==> config.mk <==
export PLATFORM = sky130hd
export DESIGN_NAME = hash_sample_unpacker
export DESIGN_NICKNAME = d
export VERILOG_FILES = /design/src/rtl/hash_sample_unpacker.sv
export SDC_FILE = /design/constraint.sdc
export NUM_CORES = 1
export LEC_CHECK = 0
export ABC_CLOCK_PERIOD_IN_PS = 3500
export BUFFER_PORTS_ARGS = -buffer_cell sky130_fd_sc_hd__buf_2
export CORE_AREA = 2 2 97 99
export CTS_CLUSTER_SIZE = 24
export DETAILED_ROUTE_END_ITERATION = 7
export DIE_AREA = 0 0 99 101
export GPL_ROUTABILITY_DRIVEN = 1
export PLACE_DENSITY = 0.83
export SKIP_LAST_GASP = 1
export SLEW_MARGIN = 40
export SYNTH_ARGS = -nofsm -noshare
export SYNTH_HDL_FRONTEND = slang
export SYNTH_SLANG_ARGS = --single-unit
==> constraint.sdc <==
create_clock -name clk -period 3.5 [get_ports clk]
set_clock_uncertainty 0.15 [all_clocks]
set_input_delay 0.35 -clock clk [delete_from_list [all_inputs] [get_ports clk]]
set_output_delay 0.35 -clock clk [all_outputs]
set_load 0.01 [all_outputs]
==> src/rtl/hash_sample_unpacker.sv <==
// Splits 64-bit SHAKE squeeze words into 16-bit little-endian samples on a valid/ready stream.
// Define HASH_UNPACK_MASK_LOGQ_EN to clear the sample bits above LOGQ.
module hash_sample_unpacker #(
    parameter int WORDS_PER_BLOCK = 21,
    parameter int LOGQ            = 15,
    parameter int CNT_W           = 16
) (
    input  logic             clk,
    input  logic             rst,
    input  logic             start,
    input  logic [CNT_W-1:0] num_samples,
    input  logic             block_rdy,
    output logic             dout_en,
    input  logic [0:63]      hash_64in,
    output logic             squeeze_req,
    output logic [15:0]      sample_out,
    output logic             sample_valid,
    input  logic             sample_ready,
    output logic             busy,
    output logic             done
);

    localparam int WL_W = $clog2(WORDS_PER_BLOCK + 1);

    typedef enum logic [2:0] {
        IDLE,
        WAIT_BLK,
        FETCH,
        EMIT,
        DONE
    } state_t;

    state_t           state;
    state_t           state_next;
    logic [63:0]      hold;
    logic [63:0]      word;
    logic [1:0]       lane;
    logic [WL_W-1:0]  words_left;
    logic [CNT_W-1:0] remaining;
    logic             handshake;
    logic             last;

    // Reorder so that hold[16k +: 16] is sample k.
    function automatic logic [63:0] unpack(input logic [0:63] w);
        logic [63:0] r;
        r = '0;
        for (int j = 0; j < 8; j++) begin
            r[8*j +: 8] = w[8*j +: 8];
        end
        return r;
    endfunction

    function automatic logic [15:0] pick(input logic [63:0] w, input logic [1:0] k);
        logic [15:0] s;
        s = w[16*k +: 16];
`ifdef HASH_UNPACK_MASK_LOGQ_EN
        s = s & 16'((32'd1 << LOGQ) - 32'd1);
`endif
        return s;
    endfunction

    assign word      = unpack(hash_64in);
    assign handshake = sample_valid && sample_ready;
    assign last      = (remaining == CNT_W'(1));

    always_comb begin
        state_next  = state;
        dout_en     = 1'b0;
        squeeze_req = 1'b0;
        busy        = (state == WAIT_BLK) || (state == FETCH) || (state == EMIT);
        done        = (state == DONE);
        unique case (state)
            IDLE: begin
                if (start) begin
                    state_next = (num_samples != '0) ? WAIT_BLK : DONE;
                end
            end
            WAIT_BLK: begin
                if (block_rdy) begin
                    state_next = FETCH;
                end
            end
            FETCH: begin
                // Strobes are gated by rst so they drop in the reset cycle itself.
                if (words_left != '0) begin
                    dout_en    = !rst;
                    state_next = EMIT;
                end else begin
                    squeeze_req = !rst;
                    state_next  = WAIT_BLK;
                end
            end
            EMIT: begin
                if (handshake) begin
                    if (last) begin
                        state_next = DONE;
                    end else if (lane == 2'd3) begin
                        state_next = FETCH;
                    end
                end
            end
            DONE: begin
                state_next = IDLE;
            end
            default: begin
                state_next = IDLE;
            end
        endcase
    end

    always_ff @(posedge clk) begin
        if (rst) begin
            state        <= IDLE;
            hold         <= '0;
            lane         <= '0;
            words_left   <= '0;
            remaining    <= '0;
            sample_out   <= '0;
            sample_valid <= 1'b0;
        end else begin
            state <= state_next;
            unique case (state)
                IDLE: begin
                    if (start && num_samples != '0) begin
                        remaining  <= num_samples;
                        words_left <= '0;
                    end
                end
                WAIT_BLK: begin
                    if (block_rdy) begin
                        words_left <= WL_W'(WORDS_PER_BLOCK);
                    end
                end
                FETCH: begin
                    if (words_left != '0) begin
                        hold         <= word;
                        words_left   <= words_left - WL_W'(1);
                        lane         <= '0;
                        sample_out   <= pick(word, 2'd0);
                        sample_valid <= 1'b1;
                    end
                end
                EMIT: begin
                    if (handshake) begin
                        remaining <= remaining - CNT_W'(1);
                        lane      <= lane + 2'd1;
                        if (last || lane == 2'd3) begin
                            sample_valid <= 1'b0;
                        end else begin
                            sample_out <= pick(hold, lane + 2'd1);
                        end
                    end
                end
                default: begin
                end
            endcase
        end
    end

endmodule
; ---- After elaboration in Yosys (flattened, before gate mapping)
; Index checks and enable logic that the tools add are counted.
[word_totals]
input_bits = 85
register_bits = 107
[classes]
n_shift = 1
reduce_logical = 19
n_addsub = 3
n_eq_ne = 14
mux = 30
[op_table]
columns = cell, n
row1 = 16-bit two-way mux, 5
row2 = 16-bit one-hot mux with 2 select lines, 2
row3 = 64-bit by 7-bit indexed part select with 16-bit output, 1
row4 = 3-bit two-way mux, 6
row5 = "16-bit by 1-bit == test with 1-bit output, second input constant", 1
row6 = 4-bit AND reduction, 4
row7 = 16-bit nonzero test, 1
row8 = "16-bit by 1-bit subtractor with 16-bit output, second input constant", 1
row9 = 5-bit two-way mux, 3
row10 = 5-bit one-hot mux with 3 select lines, 1
row11 = 3-bit one-hot mux with 4 select lines, 1
row12 = "2-bit inequality test, second input constant", 5
row13 = 1-bit two-way mux, 7
row14 = "3-bit by 2-bit == test with 1-bit output, second input constant", 2
row15 = 2-bit two-way mux, 3
row16 = 3-bit AND reduction, 2
row17 = 5-bit nonzero test, 1
row18 = "5-bit by 1-bit subtractor with 5-bit output, second input constant", 1
row19 = "2-bit by 1-bit inequality test with 1-bit output, second input constant", 2
row20 = 2-bit one-hot mux with 2 select lines, 1
row21 = 2-bit nonzero test, 2
row22 = "3-bit by 1-bit == test with 1-bit output, second input constant", 1
row23 = "3-bit == test, second input constant", 1
row24 = 3-bit logical NOT, 1
row25 = other kinds (9), 12

; ---- Logic depth before layout (Yosys ltp)
[depth]
ltp_word = 5
ltp_mapped = 9
depth_no_buf = 7

; ---- Worst setup path after synthesis
; No wires, ideal clock.
[synth_path]
kind = register to register
from = register lane[0]
to = register sample_out[0]
required_ns = 3.222
setup_slack_ns = 1.327
path_stages_with_launch = 9
arrival_ns = 1.895
n_path_buf = 2
path_cell_list = dfxtp_1 > ha_1 > buf_2 > buf_2 > mux4_2 > nor2_1 > nor2_1 > mux2i_1 > nor2_1
[synth_between]
elab_chain_cells = 5
[synth_lines]
columns = element, line_no
row1 = from (decl), 37  ; logic [1:0] lane;
row2 = from (signal assigned), 146  ; lane <= lane + 2'd1;
row3 = 2-bit by 1-bit adder with 2-bit output, 150  ; sample_out <= pick(hold, lane + 2'd1);
row4 = 64-bit by 7-bit indexed part select with 16-bit output, 55  ; s = w[16*k +: 16];
row5 = 16-bit two-way mux, 147  ; if (last || lane == 2'd3) begin
row6 = 16-bit two-way mux, 144  ; if (handshake) begin
row7 = 16-bit one-hot mux with 2 select lines, 122  ; unique case (state)
row8 = to (signal assigned), 139  ; sample_out <= pick(word, 2'd0);
row9 = to (signal assigned), 150
row10 = to (decl), 16  ; output logic [15:0] sample_out,
; Several ways; a longest one is shown, not always the timed one. The select of a mux whose other input is x is not followed.
; A chain may end at the register's enable or synchronous reset.

; ---- Worst setup path after layout
[layout_path]
from = register words_left[0]
to = output port dout_en
[layout_between]
elab_chain_cells = 3
[layout_lines]
columns = element, line_no
row1 = from (decl), 38  ; logic [WL_W-1:0] words_left;
row2 = from (signal assigned), 131  ; words_left <= WL_W'(WORDS_PER_BLOCK);
row3 = from (signal assigned), 137  ; words_left <= words_left - WL_W'(1);
row4 = 5-bit nonzero test, 85  ; if (words_left != '0) begin
row5 = 1-bit two-way mux, 85
row6 = 1-bit two-way mux, 72  ; unique case (state)
row7 = to (decl), 13  ; output logic dout_en,
; No other way between the ends.

==> flow_summary_export.csv <==
group,metric,value,unit
sta,slew_headroom,46.3,%
final_layout,antenna_cells,0,
setup_path,worstPathRequired,3.00,ns
worst_hold_path,hold_class,"in -> reg",
clock_network,clock-sinks,107,
clock_network,cts_max_level,3,
final_layout,final_layout_size_suffix_gt1_share,22.0,%
power,p_leak,0.00237,uW
floorplan,io_pins,106,
final_layout,multiInputGateArea,2720,sq um
route,num_vias,4794,
sta,setup_tns,0,ns
route,drc,0,
yosys,avgSynthCellArea,8.01,sq um
floorplan,die-area,10000,sq um
power,p_switching,967,uW
clock_network,postCtsSetupRepairBufs,0,
floorplan,rows,35,
global_route,overflow,0,
yosys,netlist-cell-type-count,51,
yosys,ys_ff_latch,107,
yosys,yosys_warnings,0,
power,power_density,492,nW/um^2
floorplan,floorplan.initialDensity,57.0,%
final_layout,post-route-util,65.0,%
placement,gp_congestion,0.874,
setup_path,critPathMaxFanout,20,
job,drv_cap,0,
placement,dpl_worst_slack,0.969,ns
power,p_clk_share,26.4,%
final_layout,area_growth,14.0,%
clock_network,clk_pin_slew,0.12,ns
sta,rsz0062_at_grt,"no",
sta,fin_crit,2.84,ns
global_route,grt_pass1_vias,4471,
route,avgViaCountPerCell,5.74,
route,firstDrtPassIters,5,
clock_network,ctsLongestPathBuffers,2,
floorplan,core,8980,sq um
yosys,synth_seq_area_share,41.8,%
setup_path,path_class,"reg -> out",
setup_path,crit_path_end_kind,"primary output",
global_route,grt_max_degree,66,
power,power_frac_comb,24.7,%
yosys,synth_edf_count,0,
clock_network,ctsResizeCount,0,
power,ir_drop,0.265,mV
sta,slew_violations,0,
power,p_int,1900,uW
sta,post-route-period-util,81.0,%
global_route,antenna_found_initial,0,
sta,worst_pin_slew,0.806,ns
route,routed_wl,12.9,mm
power,swShare,33.7,%
global_route,grt_use_total,25.7,%
yosys,synth_nets,728,
sta,setup_viol_count_final,0,
route,post_drt_wl_per_cell,15.4,um
setup_path,cp.arrival,2.34,ns
yosys,synth.cell_area,5120,sq um
final_layout,regArea,2140,sq um
power,seqPwrFrac,48.9,%
clock_network,clockRootBuffer,"clkbuf_8",
final_layout,nFillCells,756,
outcome,status,"completed",
yosys,synth_flop_cell,"dfxtp_1",
clock_network,cts_tree,"done",
sta,hold_viol,0,
placement,io_buffers,105,
sta,worst_slack,0.664,ns
global_route,grt_pass1_wl,20.7,mm
placement,hpwl,9.01,mm
route,detailedRoute.firstIterationViolations,329,
sta,fmax,0.353,GHz
clock_network,clkLatencyLatePin,0.39,ns
route,ant_nets,0,
yosys,postSynthCellCount,639,
clock_network,ctsHoldBuffers,0,
setup_path,startpoint_type,"flop",
final_layout,fin_nets,808,
floorplan,die_w,99,um
clock_network,numCtsBuffers,9,
floorplan,die_h,101,um
yosys,synthArstFlopShare,0,%
## sequential cells by signal, indices dropped and copies added, names as in the netlist
signal	flops
remaining	16
state	3
sample_out	16
lane	2
words_left	5
sample_valid	1
hold	64
## layout by cell type, fill, tap and decap left out, drive strengths merged, types with 3 or more instances in the layout
cell type    n
clkinv       4
nor2b        3
nor4b        4
nor3        13
clkbuf      10
nor2        89
nand2      147
buf        115
mux2i       16
a21oi       96
a31oi        4
nand3        6
or3          3
a211oi       5
inv          9
nand4        5
o21ai       22
a22o         3
ha           4
a21o         7
dfxtp      107
or2          3
nand2b       3
nor4         8
mux4        16
## cell usage after synthesis, types with 3 or more instances
| cell type | count | area (sq um) |
|---|---|---|
| nand2_1 | 147 | 552 |
| dfxtp_1 | 107 | 2140 |
| a21oi_1 | 95 | 475 |
| nor2_1 | 87 | 327 |
| o21ai_0 | 22 | 110 |
| clkbuf_1 | 20 | 75.1 |
| mux2i_1 | 16 | 160 |
| mux4_2 | 16 | 360 |
| buf_2 | 14 | 70.1 |
| nor3_1 | 13 | 65.1 |
| buf_4 | 9 | 67.6 |
| a21o_1 | 7 | 52.6 |
| inv_1 | 7 | 26.3 |
| nand3_1 | 6 | 30.0 |
| nor4_1 | 6 | 37.5 |
| a211oi_1 | 5 | 37.5 |
| a31oi_1 | 4 | 25.0 |
| ha_1 | 4 | 50.1 |
| nand4_1 | 4 | 25.0 |
| a22o_1 | 3 | 26.3 |
| nand2b_1 | 3 | 18.8 |
| nor2b_1 | 3 | 18.8 |
| nor4b_1 | 3 | 26.3 |
| or3_1 | 3 | 18.8 |
## power groups by stage
stage	Clock, uW	Sequential, uW	Combinational (uW)
2_1_floorplan	0	1410	534
3_3_place_gp	0	1420	678
3_5_place_dp	0	1430	700
4_1_cts	772	1400	705
5_1_grt	817	1420	789
6_report	759	1400	708
## cell type report
cell class,instances,area share (%)
Multi-Input combinational cell,479,46.6
Sequential cell,107,36.7
Timing Repair Buffer,115,10.3
Tap cell,111,2.38
Clock buffer,10,2.36
Clock inverter,6,1.20
Inverter,7,0.450
## path summary, 6_finish.rpt
| check | slack, ns | cells past startpoint | start | end |
|---|---|---|---|---|
| setup / recovery | 0.66 | 6 | words_left[0] | dout_en |
| setup reg to reg | 0.90 | 7 | words_left[0] | hold[4] |
| hold / removal | 0.03 | 3 | hash_64in[45] | hold[42] |
| hold reg to reg | 0.31 | 2 | hold[5] | hold[5] |
## logic make-up (layout without fill, tap and decap cells)
kind of cell | after synthesis | count (layout) | synth area share, %
muxes | 32 | 32 | 10.2
DFF | 107 | 107 | 41.8
and+or+nand+nor | 295 | 295 | 25.5
AOI/OAI and AO/OA | 147 | 147 | 16.1
buffers and inverters | 53 | 138 | 5.21
adders and majority gates | 4 | 4 | 0.978
xor gates and xnor gates | 1 | 1 | 0.171
## metal layers
metal	vias up	global-route usage, %	share of wire (%)
met1	2243	32.2	41
met2	178	44.4	51
met4	0	8.85	1.6
li1	2352	-	-
met5	-	0	0
met3	21	4.85	6.2
## per-stage QoR
step           power [uW]  hold WS (ns)  std cells  instance area [sq um]
6_report             2870        0.0348        835                   5840
2_1_floorplan        1940         0.283        639                   5120
3_5_place_dp         2130         0.297        819                   5630
5_1_grt              3020        0.0221        835                   5840
3_3_place_gp         2100         0.289        819                   5630
4_1_cts              2880        0.0311        835                   5840
## critical path, cell delays in order (launching register included)
cell	delay [ns]
dfxtp_1	0.34
inv_1	0.06
ha_1	0.21
nor4b_2	0.58
nand2b_2	0.50
nor2_1	0.11
buf_2	0.16
Note: power is estimated with default switching activity, not from simulation.
